===== src/rtl/score_ssd_driver.sv =====
// Converts the binary score to five BCD digits by sequential double-dabble and
// time-multiplexes them onto the eight-digit common-anode seven-segment display.
//
//   state | meaning
//   IDLE  | waiting for score to differ from the last converted value
//   SHIFT | 16 add-3/shift-left steps of double-dabble
//   DONE  | commit BCD result to the display register
module score_ssd_driver #(
    parameter int REFRESH_BITS = 17,
    parameter bit BLANK_LZ     = 1'b1
) (
    input  logic        board_clk,
    input  logic        Reset,
    input  logic [15:0] score,
    output logic [7:0]  anode,
    output logic [6:0]  ssd,
    output logic        dp,
    output logic        busy
);

    typedef enum logic [1:0] {IDLE, SHIFT, DONE} state_t;

    state_t                  state;
    logic [35:0]             shreg;
    logic [35:0]             shreg_adj;
    logic [15:0]             cap_score;
    logic [15:0]             last_score;
    logic [3:0]              shift_cnt;
    logic [19:0]             bcd_disp;
    logic [REFRESH_BITS-1:0] refresh_cnt;
    logic [2:0]              idx;
    logic [3:0]              digit;
    logic                    zero_above;
    logic [6:0]              glyph;

    assign dp  = 1'b1;
    assign idx = refresh_cnt[REFRESH_BITS-1 -: 3];

    always_comb begin
        shreg_adj = shreg;
        for (int n = 0; n < 5; n++) begin
            if (shreg[16 + 4*n +: 4] >= 4'd5)
                shreg_adj[16 + 4*n +: 4] = shreg[16 + 4*n +: 4] + 4'd3;
        end
    end

    always_ff @(posedge board_clk or posedge Reset) begin
        if (Reset) begin
            state      <= IDLE;
            shreg      <= '0;
            cap_score  <= '0;
            last_score <= '0;
            shift_cnt  <= '0;
            bcd_disp   <= '0;
            busy       <= 1'b0;
        end else begin
            case (state)
                IDLE: begin
                    if (score != last_score) begin
                        shreg     <= {20'b0, score};
                        cap_score <= score;
                        shift_cnt <= '0;
                        busy      <= 1'b1;
                        state     <= SHIFT;
                    end
                end
                SHIFT: begin
                    shreg     <= {shreg_adj[34:0], 1'b0};
                    shift_cnt <= shift_cnt + 4'd1;
                    if (shift_cnt == 4'd15)
                        state <= DONE;
                end
                DONE: begin
                    bcd_disp   <= shreg[35:16];
                    last_score <= cap_score;
                    busy       <= 1'b0;
                    state      <= IDLE;
                end
                default: begin
                    busy  <= 1'b0;
                    state <= IDLE;
                end
            endcase
        end
    end

    always_comb begin
        digit      = 4'd0;
        zero_above = 1'b0;
        case (idx)
            3'd0: digit = bcd_disp[3:0];
            3'd1: begin
                digit      = bcd_disp[7:4];
                zero_above = (bcd_disp[19:4] == 16'd0);
            end
            3'd2: begin
                digit      = bcd_disp[11:8];
                zero_above = (bcd_disp[19:8] == 12'd0);
            end
            3'd3: begin
                digit      = bcd_disp[15:12];
                zero_above = (bcd_disp[19:12] == 8'd0);
            end
            3'd4: begin
                digit      = bcd_disp[19:16];
                zero_above = (bcd_disp[19:16] == 4'd0);
            end
            default: begin
                digit      = 4'd0;
                zero_above = 1'b0;
            end
        endcase
    end

    always_comb begin
        glyph = 7'b1111111;
        case (digit)
            4'd0: glyph = 7'b0000001;
            4'd1: glyph = 7'b1001111;
            4'd2: glyph = 7'b0010010;
            4'd3: glyph = 7'b0000110;
            4'd4: glyph = 7'b1001100;
            4'd5: glyph = 7'b0100100;
            4'd6: glyph = 7'b0100000;
            4'd7: glyph = 7'b0001111;
            4'd8: glyph = 7'b0000000;
            4'd9: glyph = 7'b0000100;
            default: glyph = 7'b1111111;
        endcase
    end

    // Positions 5..7 and blanked leading zeros keep every anode off.
    always_ff @(posedge board_clk or posedge Reset) begin
        if (Reset) begin
            refresh_cnt <= '0;
            anode       <= 8'hFF;
            ssd         <= 7'h7F;
        end else begin
            refresh_cnt <= refresh_cnt + 1'b1;
            if ((idx > 3'd4) || (BLANK_LZ && zero_above)) begin
                anode <= 8'hFF;
                ssd   <= 7'h7F;
            end else begin
                anode <= ~(8'd1 << idx);
                ssd   <= glyph;
            end
        end
    end

endmodule


===== config.mk =====
export PLATFORM = sky130hd
export DESIGN_NAME = score_ssd_driver
export DESIGN_NICKNAME = d
export VERILOG_FILES = /design/src/rtl/score_ssd_driver.sv
export SDC_FILE = /design/constraint.sdc
export NUM_CORES = 1
export LEC_CHECK = 0
export ABC_AREA = 0
export ABC_CLOCK_PERIOD_IN_PS = 3870
export BUFFER_PORTS_ARGS = -buffer_cell sky130_fd_sc_hd__buf_2
export CAP_MARGIN = 0
export CORE_ASPECT_RATIO = 1.4
export CORE_MARGIN = 8
export CORE_UTILIZATION = 55
export CTS_CLUSTER_SIZE = 14
export DETAILED_ROUTE_END_ITERATION = 6
export PLACE_DENSITY = 0.82
export SETUP_SLACK_MARGIN = 0.05
export SLEW_MARGIN = 15
export SYNTH_ARGS = -nofsm -noshare
export SYNTH_HDL_FRONTEND = slang
export SYNTH_SLANG_ARGS = --single-unit

===== constraint.sdc =====
create_clock -name board_clk -period 3.87 [get_ports board_clk]
set_input_delay 0.1935 -clock board_clk [delete_from_list [all_inputs] [get_ports board_clk]]
set_output_delay 0.1935 -clock board_clk [all_outputs]
set_load 0.02 [all_outputs]

[After elaboration in Yosys (flattened, before gate mapping)]
Memories as Yosys holds them, arrays and structs flattened.
Index checks and enable logic that the tools add are counted.
Storage, ports and cells
  memories kept: 1
  input bits: 18
  output and inout bits: 17
  register bits after elaboration: 127
  word-level logic and storage cells: 67
  bits in read-only memories: 112
Cells by class
  magnitude comparators: 6
  add/sub/neg operators: 7
  reduce and logical (&&, ||, !) cells: 12
  bitwise logic cells: 2
  equal/unequal tests: 10
  shift-type cells: 1
  mux-type cells: 18
Memory list
  (no name shown): depth 16, bits a word 7, read ports 1, clocked after Yosys merged registers in 0, wr ports 0, RTL line 117  | case (digit)
Operator list (count)
  36-bit case mux with 2 select lines: 1
  36-bit two-way mux: 1
  4-bit by 3-bit greater-or-equal comparator with 1-bit output, second input constant: 5
  4-bit two-way mux: 5
  4-bit case mux with 5 select lines: 1
  17-bit by 1-bit adder with 17-bit output, second input constant: 1
  4-bit by 2-bit adder with 4-bit output, second input constant: 4
  16-bit logical NOT: 1
  16-bit inequality test: 1
  12-bit logical NOT: 1
  8-bit logical NOT: 1
  8-bit two-way mux: 1
  8-bit NOT: 1
  4-bit case mux with 2 select lines: 1
  2-bit AND reduction: 4
  1-bit by 3-bit << shifter with 8-bit output, first input constant: 1
  7-bit two-way mux: 1
  3-bit by 2-bit == test with 1-bit output, second input constant: 2
  4-bit by 1-bit adder with 4-bit output, second input constant: 1
  4-bit == test, second input constant: 1
  4-bit logical NOT: 1
  2-bit two-way mux: 2
  2-bit inequality test, second input constant: 2
  1-bit case mux with 4 select lines: 1
  other kinds (15): 15

[Longest topological paths before layout]
Gate-level depths: netlist of the first run.
  depth after elaboration: 4
  depth in mapped cells: 9
  mapped depth without buffers: 7

[Worst setup path before layout of the first run]
Ideal clock, no wire load.
  path kind: flip-flop to flip-flop
  from: reg refresh_cnt[15]
  to: reg ssd[4]
  required time: 3.779 ns
  slack: 1.910 ns
  clock period less this slack: 1.960 ns
  data arrival time: 1.869 ns
  path buffers: 2
  cell stages (with the launch flop): 8
  path through: dfrtp_1 buf_6 mux2_4 a221o_1 buf_6 or2_4 a211oi_4 o31ai_1
Between the ends
  longest elaborated chain between the ends: 4
  elaborated cells on any way between the ends: 11
RTL lines
  start: declaration: RTL line 30  | logic [REFRESH_BITS-1:0] refresh_cnt;
  start signal: assignment: RTL line 139  | refresh_cnt <= refresh_cnt + 1'b1;
  3-bit == test, or another cell as far along: RTL line 90  | case (idx)
  4-bit case mux with 5 select lines / 1-bit case mux with 4 select lines (equally long branches): RTL line 90
  memory 16 x 7 bit / 1-bit logical OR (equally long branches)
  7-bit two-way mux (*): RTL line 140  | if ((idx > 3'd4) || (BLANK_LZ && zero_above)) begin
  end signal: assignment: RTL line 145  | ssd <= glyph;
  end: declaration: RTL line 16  | output logic [6:0] ssd,
Mark *: on every way between the ends. The rest lies on a longest branch, timed or not.
A chain may end at the register's enable or synchronous reset.

[Final worst setup path of the first run]
  from: reg last_score[10]
  to: reg cap_score[11]
Between the ends
  longest elaborated chain between the ends: 2
RTL lines
  start: declaration: RTL line 27  | logic [15:0] last_score;
  start signal: assignment: RTL line 75  | last_score <= cap_score;
  16-bit inequality test: RTL line 59  | if (score != last_score) begin
  2-bit AND reduction (no line)
  end signal: assignment: RTL line 61  | cap_score <= score;
  end: declaration: RTL line 26  | logic [15:0] cap_score;
Every way passes these cells.

==> results of run 1 <==
-- sequential cells by signal, indices dropped and copies added, names as in the netlist --
signal / cells
anode: 8
bcd_disp: 20
busy: 1
cap_score: 16
last_score: 16
refresh_cnt: 17
shift_cnt: 4
shreg: 36
ssd: 7
state: 2
-- cells in the final DEF (no fill, tap or decap), drive strengths merged, types with 3 or more instances in the layout --
cell | netlist | layout
nor3 | 3 | 3
xnor2 | 34 | 34
conb | 1 | 4
nor3b | 5 | 5
and3 | 17 | 17
a221o | 16 | 16
dfrtp | 112 | 112
clkinvlp | 0 | 3
mux2i | 4 | 4
buf | 7 | 39
a21oi | 17 | 17
nand2b | 8 | 8
dfstp | 15 | 15
a31oi | 7 | 7
mux2 | 47 | 47
clkinv | 0 | 4
xor2 | 4 | 4
nand3 | 13 | 13
inv | 22 | 23
nor4b | 5 | 5
bufinv | 0 | 4
nand2 | 42 | 42
nor4 | 6 | 6
nand4 | 5 | 5
ha | 17 | 17
nor2 | 14 | 14
o22ai | 16 | 16
o21ai | 26 | 26
clkbuf | 18 | 20
a21o | 3 | 3
-- area by class of cell --
class / count / area, um^2 / share of cell area (%)
Clock inverter: 12 / 183 / 2.69
Timing Repair Buffer: 39 / 210 / 3.10
Tap cell: 138 / 173 / 2.54
Multi-Input combinational cell: 334 / 2470 / 36.4
Inverter: 22 / 87.6 / 1.29
Clock buffer: 20 / 467 / 6.87
Sequential cell: 127 / 3200 / 47.1
-- final timing paths --
| kind | endpoint | slack, ns |
|---|---|---|
| max | cap_score[11]$_DFFE_PP0P_ | 1.45 |
| min | last_score[2]$_DFFE_PP0N_ | -0.06 |
| max reg2reg | cap_score[11]$_DFFE_PP0P_ | 1.45 |
| min reg2reg | refresh_cnt[5]$_DFF_PP0_ | 0.46 |
| max in group asynchronous | anode[5]$_DFF_PP1_ | 3.10 |
| min in group board_clk | cap_score[9]$_DFFE_PP0P_ | 0.04 |
-- stage by stage --
stage | area, um^2 | setup slack, ns | total power [mW]
floorplan | 5860 | 0.317 | 3.52
global placement | 6140 | 1.58 | 3.81
detailed placement | 6140 | 1.52 | 3.94
CTS | 6790 | 1.49 | 5.68
global route | 6790 | 1.35 | 6.01
finish | 6790 | 1.45 | 5.65
-- routing by layer --
metal,vias up,share of wire [%]
met4,0,2.2
met5,-,0
met1,1971,42
met2,100,52
li1,1868,-
met3,24,4.2
-- report_power, final --
group,leakage [nW],switching [mW],internal [mW]
combinational,1.15,0.898,0.833
sequential,1.54,0.359,1.85
clock,0.309,0.582,1.13
total,3.00,1.84,3.81
-- cell families (layout without fill, tap and decap cells) --
group	count (synthesis)	in the layout	synth area share (%)
simple gates	128	128	11.6
mux	52	52	10.2
xor+xnor	38	38	5.69
fa+ha+maj	17	17	3.63
flops	127	127	54.6
other cells	1	4	0.0641
compound gates	95	95	10.8
buf+inv	47	93	3.40
-- worst max-delay path, stage by stage (launching register included) --
cell and delay [ns]:
dfrtp_1 0.39, xnor2_1 0.14, nand4_1 0.13, nor4_1 0.10, nor3_2 0.76, buf_4 0.41
mux2_2 0.37
==> flow_metrics.env, run 1 <==
export IMPL_period_minus_slack_ns=2.42
export IMPL_ys_warn_count=0
export IMPL_power_density_mw_per_mm2=832
export IMPL_finalHoldViolCount=78
export IMPL_setup_worst_path_start="last_score[10]$_DFFE_PP0N_"
export IMPL_avgSynthCellArea_um2=11.6
export IMPL_globalplace_congestion=0.816
export IMPL_placedCellCount=660
export IMPL_setup_tns_ns=0
export IMPL_synth_area_leaders="dfrtp_1 (48%), mux2_2 (8.3%), dfstp_2 (6.7%), xnor2_1 (5.1%), ha_1 (3.6%)"
export IMPL_fmax_ghz=0.413
export IMPL_holdWs_ns=-0.0584
export IMPL_netlist_instances=505
export IMPL_cts_tree="done"
export IMPL_finalSetupViolCount=0
export IMPL_dieArea_mm2=0.0142
export IMPL_relSlewSlack_pct=32.9
export IMPL_ys_seq_elements=127
export IMPL_clock_latency_ns=0.42
export IMPL_drtIter0Drc=256
export IMPL_remaining_drc_errors=0
export IMPL_drive_gt1_share_pct=24.4
export IMPL_ir_worst_vdd_mv=0.496
export IMPL_critPathArrivalTime_ns=2.72
export IMPL_drt_wl_total_um=11300
export IMPL_fp_dieH_um=138
export IMPL_stdcell_count=692
export IMPL_vias=3963
export IMPL_path_class="reg2reg"
export IMPL_fin_skew_ns=0.0139
export IMPL_cts_resized=0
export IMPL_cts_sinks=127
export IMPL_postRouteAntennaNets=0
export IMPL_grt_ovfl_total=0
export IMPL_grt_util_met1_pct=20.1
export IMPL_cts_max_path_buffers=2
export IMPL_final_period_utilization_pct=62.5
export IMPL_cts_root_buffer="clkbuf_16"
export IMPL_num_antenna_cells=0
export IMPL_yosys_area_top_type="dfrtp_1"
export IMPL_grt_pass1_wl_um=19500
export IMPL_met2_usage_pct=28.5
export IMPL_crit_fanout=21
export IMPL_synth_top_area_share_pct=47.9
export IMPL_dr_pass1_iters=5
export IMPL_grt_max_degree=92
export IMPL_wl_per_cell_um=16.4
export IMPL_synth_edf_count=0
export IMPL_busiest_layer="met2"
export IMPL_fill_cells=777
export IMPL_final_max_slew_viol_count=0
export IMPL_die_w_um=103
export IMPL_cp_required_ns=4.17
export IMPL_ys_top_cells_by_count="dfrtp_1 (112), mux2_2 (43), nand2_1 (42)"
export IMPL_start_kind="flop"
export IMPL_outcome="complete, but fails checks"
export IMPL_violations="hold timing"
export IMPL_antenna_found_initial=0
export IMPL_numCtsBuffers=17
export IMPL_htree_levels=4
export IMPL_final_nets=576
export IMPL_cts_hold_buffers_added=0
export IMPL_maxCapViolCount=0
export IMPL_yosysSeqAreaShare_pct=54.6
export IMPL_grt_pass1_vias=4130
export IMPL_rsz0062_at_grt="false"
export IMPL_end_kind="flop"
export IMPL_via_per_inst=5.73
export IMPL_synthArstFlopShare_pct=100
export IMPL_io_pins=35
export IMPL_cts_setup_buffers=0
export IMPL_p_leak_nw=3.00
export IMPL_hpwl_um=7680
export IMPL_finish_utilization_pct=65.6
export IMPL_synthToLayoutAreaGrowth_pct=16.0
export IMPL_coreArea_mm2=0.0103
export IMPL_io_buffers=33
export IMPL_regToRegStartpoint="last_score[10]$_DFFE_PP0N_"
export IMPL_holdCritPathClass="in2async"
export IMPL_path_clk_slew_ns=0.06
export IMPL_rows=44
export IMPL_grt_use_met3_pct=5.08
export IMPL_initial_core_util_pct=56.6
export IMPL_reg2regPathDepth=6
export IMPL_yosysMostFrequentCell="dfrtp_1"
export IMPL_grt_use_total_pct=17.3
export IMPL_netlist_area_mm2=0.00585
export IMPL_synth_ff_type="dfrtp_1"
export IMPL_synth_cell_type_count=49
export IMPL_worst_pin_slew_ns=1.00
Note: power is estimated with default switching activity, not from simulation.
==> run 2, diff against run 1 <==
--- a/config.mk
+++ b/config.mk
@@ -6,7 +6,7 @@
 export NUM_CORES = 1
 export LEC_CHECK = 0
 export ABC_AREA = 0
-export ABC_CLOCK_PERIOD_IN_PS = 3870
+export ABC_CLOCK_PERIOD_IN_PS = 2390
 export BUFFER_PORTS_ARGS = -buffer_cell sky130_fd_sc_hd__buf_2
 export CAP_MARGIN = 0
 export CORE_ASPECT_RATIO = 1.4
==> constraint.sdc (replaced) <==
create_clock -name board_clk -period 2.39 [get_ports board_clk]
set_input_delay 0.1195 -clock board_clk [delete_from_list [all_inputs] [get_ports board_clk]]
set_output_delay 0.1195 -clock board_clk [all_outputs]
set_load 0.02 [all_outputs]
==> flow_metrics.env, run 2 (synthesis results as in run 1) <==
export IMPL_num_antenna_cells=0
export IMPL_layout_common_cells="dfrtp_1 (112), mux2_2 (43), nand2_1 (42)"
export IMPL_outcome="finished clean"
export IMPL_cp_required_ns=2.68
export IMPL_final_max_slew_viol_count=0
export IMPL_placedCellCount=667
export IMPL_p_leak_nw=3.08
export IMPL_worst_r2r_endpoint="shreg[5]$_DFFE_PP0P_"
export IMPL_path_clk_slew_ns=0.06
export IMPL_path_class="reg2reg"
export IMPL_via_per_inst=5.70
export IMPL_hpwl_um=8000
export IMPL_critPathArrivalTime_ns=2.46
export IMPL_globalplace_congestion=0.811
export IMPL_period_minus_slack_ns=2.17
export IMPL_io_buffers=33
export IMPL_crit_fanout=37
export IMPL_multi_input_area_mm2=0.00247
export IMPL_io_pins=35
export IMPL_cts_max_path_buffers=2
export IMPL_power_density_mw_per_mm2=1290
export IMPL_holdWs_ns=0.0182
export IMPL_setup_slack_ns=0.217
export IMPL_finalHoldViolCount=0
export IMPL_dr_pass1_iters=4
export IMPL_holdCritPathClass="in2reg"
export IMPL_finalSetupViolCount=0
export IMPL_reg2regPathDepth=6
export IMPL_seqCellArea_mm2=0.00320
export IMPL_relSlewSlack_pct=57.0
export IMPL_worst_pin_slew_ns=0.644
export IMPL_cts_tree="done"
export IMPL_fmax_ghz=0.460
export IMPL_r2r_slack_ns=0.22
export IMPL_regToRegStartpoint="last_score[5]$_DFFE_PP0N_"
export IMPL_setup_tns_ns=0
export IMPL_htree_levels=4
export IMPL_min_path_cells=2
export IMPL_fill_cells=764
export IMPL_rows=44
export IMPL_drt_wl_total_um=12000
export IMPL_rsz0062_at_grt="false"
export IMPL_vias=4076
export IMPL_largest_reg_flops=36
export IMPL_min_from="score[15]"
export IMPL_post_place_ws_ns=0.274
export IMPL_grt_pass1_vias=4258
export IMPL_ir_worst_vdd_mv=0.847
export IMPL_maxCapViolCount=0
export IMPL_grt_ovfl_total=0
export IMPL_synthToLayoutAreaGrowth_pct=18.9
export IMPL_drive_gt1_share_pct=24.4
export IMPL_dieArea_mm2=0.0142
export IMPL_grt_max_degree=54
export IMPL_final_nets=599
export IMPL_initial_core_util_pct=56.6
export IMPL_final_period_utilization_pct=90.9
export IMPL_postRouteAntennaNets=0
export IMPL_die_w_um=103
export IMPL_fin_skew_ns=0.00660
export IMPL_clock_latency_ns=0.41
export IMPL_cts_root_buffer="clkbuf_16"
export IMPL_mostFrequentLayoutCell="dfrtp_1"
export IMPL_fp_dieH_um=138
export IMPL_start_kind="flop"
export IMPL_coreArea_mm2=0.0103
export IMPL_cts_resized=0
export IMPL_wl_per_cell_um=16.8
export IMPL_holdPathEnd="cap_score[15]$_DFFE_PP0P_"
export IMPL_numCtsBuffers=17
export IMPL_grt_use_total_pct=18.2
export IMPL_end_kind="flop"
export IMPL_antenna_found_initial=0
export IMPL_remaining_drc_errors=0
export IMPL_biggestRegsByFlops="shreg x36, bcd_disp x20, refresh_cnt x17"
export IMPL_stdcell_count=715
export IMPL_grt_pass1_wl_um=20300
export IMPL_drtIter0Drc=270
export IMPL_regMostFlops="shreg"
export IMPL_cts_sinks=127
-- run 2: changes by cell type in the layout (fill, tap and decap cells not counted), sizes merged --
| cell | delta |
|---|---|
| clkbuf | -1 |
| inv | -1 |
| dlygate4sd3 | +16 |
| buf | +7 |
| clkinvlp | +2 |
| bufinv | -2 |
| clkinv | +2 |
-- run 2: how the worst max path moves through the flow --
stage,end,depth (start not counted),slack [ns],from
final,shreg[5]$_DFFE_PP0P_,6,0.22,last_score[5]$_DFFE_PP0N_
after global routing,shreg[2]$_DFFE_PP0P_,6,0.06,last_score[5]$_DFFE_PP0N_
after CTS,shreg[5]$_DFFE_PP0P_,6,0.22,last_score[5]$_DFFE_PP0N_
after detailed placement,shreg[2]$_DFFE_PP0P_,6,0.27,last_score[12]$_DFFE_PP0N_
after global placement,shreg[9]$_DFFE_PP0P_,6,0.33,last_score[12]$_DFFE_PP0N_
after floorplan,ssd[4]$_DFF_PP1_,7,0.43,refresh_cnt[15]$_DFF_PP0_
-- run 2: final cells by class --
class	instances	share of cell area, %
tap	138	2.48
inverter	22	1.24
clock inverter	13	2.01
timing repair buffer	62	6.44
multi-input combinational	334	35.5
clock buffer	19	6.36
sequential	127	45.9
-- run 2: stage by stage --
stage / instance area, um^2 / util (%) / power [mW]
after floorplan: 5870 / - / 5.70
after global placement: 6220 / 60.1 / 6.22
after detailed placement: 6220 / 60.1 / 6.46
after CTS: 6950 / 67.2 / 9.03
after global routing: 6960 / 67.3 / 9.55
final: 6960 / 67.3 / 8.99
-- run 2: critical path, cell delays in order (launching register included) --
cell	delay, ns
dfrtp_1	0.38
xnor2_1	0.20
nand4_1	0.20
nor4_1	0.48
nor3_2	0.09
buf_4	0.29
a221o_1	0.40
-- run 2: what timing repair did --
action / in CTS / in global routing
hold buffers: 15 / 1
setup buffers: 0 / 0
endpoints found under the hold margin: 52 / 2
-- run 2: layer usage --
metal	part of all wire [%]	vias up	routed length [um]	global-route usage, %
li1	-	1918	-	-
met1	39	2031	4700	19.7
met2	54	102	6520	31.3
met3	3.9	25	471	5.73
met4	2.4	0	289	8.19
met5	0	-	0	0
-- run 2: power by group --
| group | leakage (nW) | total [mW] | internal, mW | switching, mW |
|---|---|---|---|---|
| registers | 1.54 | 3.62 | 2.99 | 0.626 |
| clock network | 0.275 | 2.49 | 1.56 | 0.933 |
| logic | 1.26 | 2.88 | 1.40 | 1.48 |
| total | 3.08 | 8.99 | 5.95 | 3.04 |
==> run 3, diff against run 2 <==
--- a/config.mk
+++ b/config.mk
@@ -12,6 +12,7 @@
 export CORE_ASPECT_RATIO = 1.4
 export CORE_MARGIN = 8
 export CORE_UTILIZATION = 55
+export CTS_CLUSTER_DIAMETER = 40
 export CTS_CLUSTER_SIZE = 14
 export DETAILED_ROUTE_END_ITERATION = 6
 export PLACE_DENSITY = 0.82
==> constraint.sdc (replaced) <==
create_clock -name board_clk -period 2.39 [get_ports board_clk]
set_input_delay 0.239 -clock board_clk [delete_from_list [all_inputs] [get_ports board_clk]]
set_output_delay 0.239 -clock board_clk [all_outputs]
set_load 0.02 [all_outputs]
==> flow_metrics.env, run 3 (synthesis results as in run 1) <==
export IMPL_outcome="finished clean"
export IMPL_final_max_slew_viol_count=0
export IMPL_cts_setup_buffers=0
export IMPL_coreArea_mm2=0.0103
export IMPL_finish_utilization_pct=65.8
export IMPL_final_area_mm2=0.00681
export IMPL_power_frac_clock_pct=28.1
export IMPL_grt_ovfl_total=0
export IMPL_rows=44
export IMPL_multi_input_area_mm2=0.00248
export IMPL_grt_util_met1_pct=19.3
export IMPL_pwr_share_comb_pct=31.9
export IMPL_die_w_um=103
export IMPL_fill_cells=803
export IMPL_max_stage_delay_ns=0.41
export IMPL_io_pins=35
export IMPL_final_nets=583
export IMPL_initial_core_util_pct=56.6
export IMPL_grt_use_met3_pct=5.33
export IMPL_path_class="reg2reg"
export IMPL_wl_per_cell_um=16.6
export IMPL_internal_power_mw=5.92
export IMPL_dpl_cell_area_mm2=0.00621
export IMPL_dr_pass1_iters=5
export IMPL_end_kind="flop"
export IMPL_total_power_mw=8.99
export IMPL_cts_tree="done"
export IMPL_mostFrequentLayoutCell="dfrtp_1"
export IMPL_hpwl_um=7730
export IMPL_start_kind="flop"
export IMPL_cpMaxStageDelayCell="nor4_2"
export IMPL_path_clk_slew_ns=0.06
export IMPL_grt_pass1_wl_um=20000
export IMPL_grt_pass1_vias=4282
export IMPL_largest_reg_flops=36
export IMPL_htree_levels=4
export IMPL_seqCellArea_mm2=0.00320
export IMPL_cts_sinks=127
export IMPL_final_period_utilization_pct=88.5
export IMPL_placedCellCount=666
export IMPL_setup_tns_ns=0
export IMPL_remaining_drc_errors=0
export IMPL_fin_skew_ns=0.00626
export IMPL_swShare_pct=34.1
export IMPL_cts_root_buffer="clkbuf_16"
export IMPL_critPathArrivalTime_ns=2.41
export IMPL_p_seq_share_pct=40.0
export IMPL_ir_worst_vdd_mv=0.804
export IMPL_regMostFlops="shreg"
export IMPL_drtIter0Drc=250
export IMPL_maxCapViolCount=0
export IMPL_crit_chain="xnor2_1 > nand4_1 > nor4_2 > nor3_2 > buf_4 > a221o_1"
export IMPL_clock_latency_ns=0.42
export IMPL_drive_gt1_share_pct=25.5
export IMPL_cp_required_ns=2.69
export IMPL_antenna_found_initial=0
export IMPL_synthToLayoutAreaGrowth_pct=16.4
export IMPL_fmax_ghz=0.473
export IMPL_period_minus_slack_ns=2.11
export IMPL_vias=4007
export IMPL_stdcell_count=699
export IMPL_drt_wl_total_um=11600
export IMPL_grt_max_degree=68
export IMPL_p_switching_mw=3.07
export IMPL_numCtsBuffers=17
export IMPL_postRouteAntennaNets=0
export IMPL_busiest_layer="met2"
export IMPL_finalHoldViolCount=0
export IMPL_globalplace_congestion=0.813
export IMPL_holdCritPathClass="in2reg"
export IMPL_met2_usage_pct=30.5
export IMPL_p_leak_nw=3.01
export IMPL_io_buffers=33
export IMPL_rsz0062_at_grt="false"
export IMPL_worst_pin_slew_ns=0.529
export IMPL_finalSetupViolCount=0
export IMPL_cts_max_path_buffers=2
export IMPL_power_density_mw_per_mm2=1320
export IMPL_num_antenna_cells=0
export IMPL_biggestRegsByFlops="shreg x36, bcd_disp x20, refresh_cnt x17"
export IMPL_dieArea_mm2=0.0142
export IMPL_layout_common_cells="dfrtp_1 (111), mux2_2 (43), nand2_1 (42)"
export IMPL_relSlewSlack_pct=64.4
export IMPL_grt_use_total_pct=17.8
export IMPL_fp_dieH_um=138
export IMPL_via_per_inst=5.73
export IMPL_crit_fanout=37
run 3: changes by cell type in the layout (fill, tap and decap cells not counted):
cell,before,now
clkbuf_8,1,0
nor4_2,0,1
clkinv_4,3,1
buf_4,11,10
nor4_1,6,5
dfrtp_1,112,111
dfrtp_2,0,1
clkinvlp_4,5,6
dlygate4sd3_1,16,1
inv_6,1,5
clkbuf_1,1,0
clkinv_2,3,2
run 3: cell type report:
cell class | instances | share of cell area (%)
clock buffer | 17 | 6.24
clock inverter | 15 | 2.35
tap | 138 | 2.53
sequential | 127 | 46.9
inverter | 22 | 1.27
timing repair buffer | 46 | 4.26
multi-input combinational | 334 | 36.4
run 3: through the flow:
step / hold slack [ns] / setup slack (ns)
finish: 0.0840 / 0.276
global route: 0.0840 / 0.156
CTS: 0.0740 / 0.175
detailed placement: 0.314 / 0.274
global placement: 0.311 / 0.327
floorplan: 0.374 / 0.430
run 3: power groups by stage:
stage	Combinational, mW	Sequential [mW]	Clock, mW
global placement	2.66	3.55	0
floorplan	2.20	3.49	0
finish	2.86	3.59	2.53
global route	3.18	3.69	2.66
CTS	2.88	3.59	2.56
detailed placement	2.83	3.61	0
run 3: path summary, 6_finish.rpt:
kind / from / end / cells after the start / slack (ns)
max reg2reg: last_score[11]$_DFFE_PP0N_ / shreg[13]$_DFFE_PP0P_ / 6 / 0.28
max: last_score[11]$_DFFE_PP0N_ / shreg[13]$_DFFE_PP0P_ / 6 / 0.28
min: score[9] / cap_score[9]$_DFFE_PP0P_ / 2 / 0.08
min in group asynchronous: Reset / shreg[31]$_DFFE_PP0P_ / 3 / 0.42
max in group asynchronous: Reset / cap_score[11]$_DFFE_PP0P_ / 4 / 1.17
min reg2reg: refresh_cnt[5]$_DFF_PP0_ / refresh_cnt[5]$_DFF_PP0_ / 1 / 0.47
run 3: routing by layer:
| layer | up-vias | part of all wire (%) |
|---|---|---|
| li1 | 1887 | - |
| met1 | 1995 | 39 |
| met2 | 98 | 54 |
| met3 | 27 | 4.6 |
| met4 | 0 | 2.8 |
| met5 | - | 0 |
run 3: what timing repair did:
action,4_1_cts,5_1_grt
hold endpoints to repair,11,0
endpoints found under the setup margin,0,3
gates resized for setup,0,2
hold buffers,1,0
run 3: critical path, delay by kind of cell, from the launching register on:
family	cells	cell delay [ns]
simple gates	3	0.69
flops	1	0.40
compound gates	1	0.40
buf+inv	1	0.29
xor+xnor	1	0.20
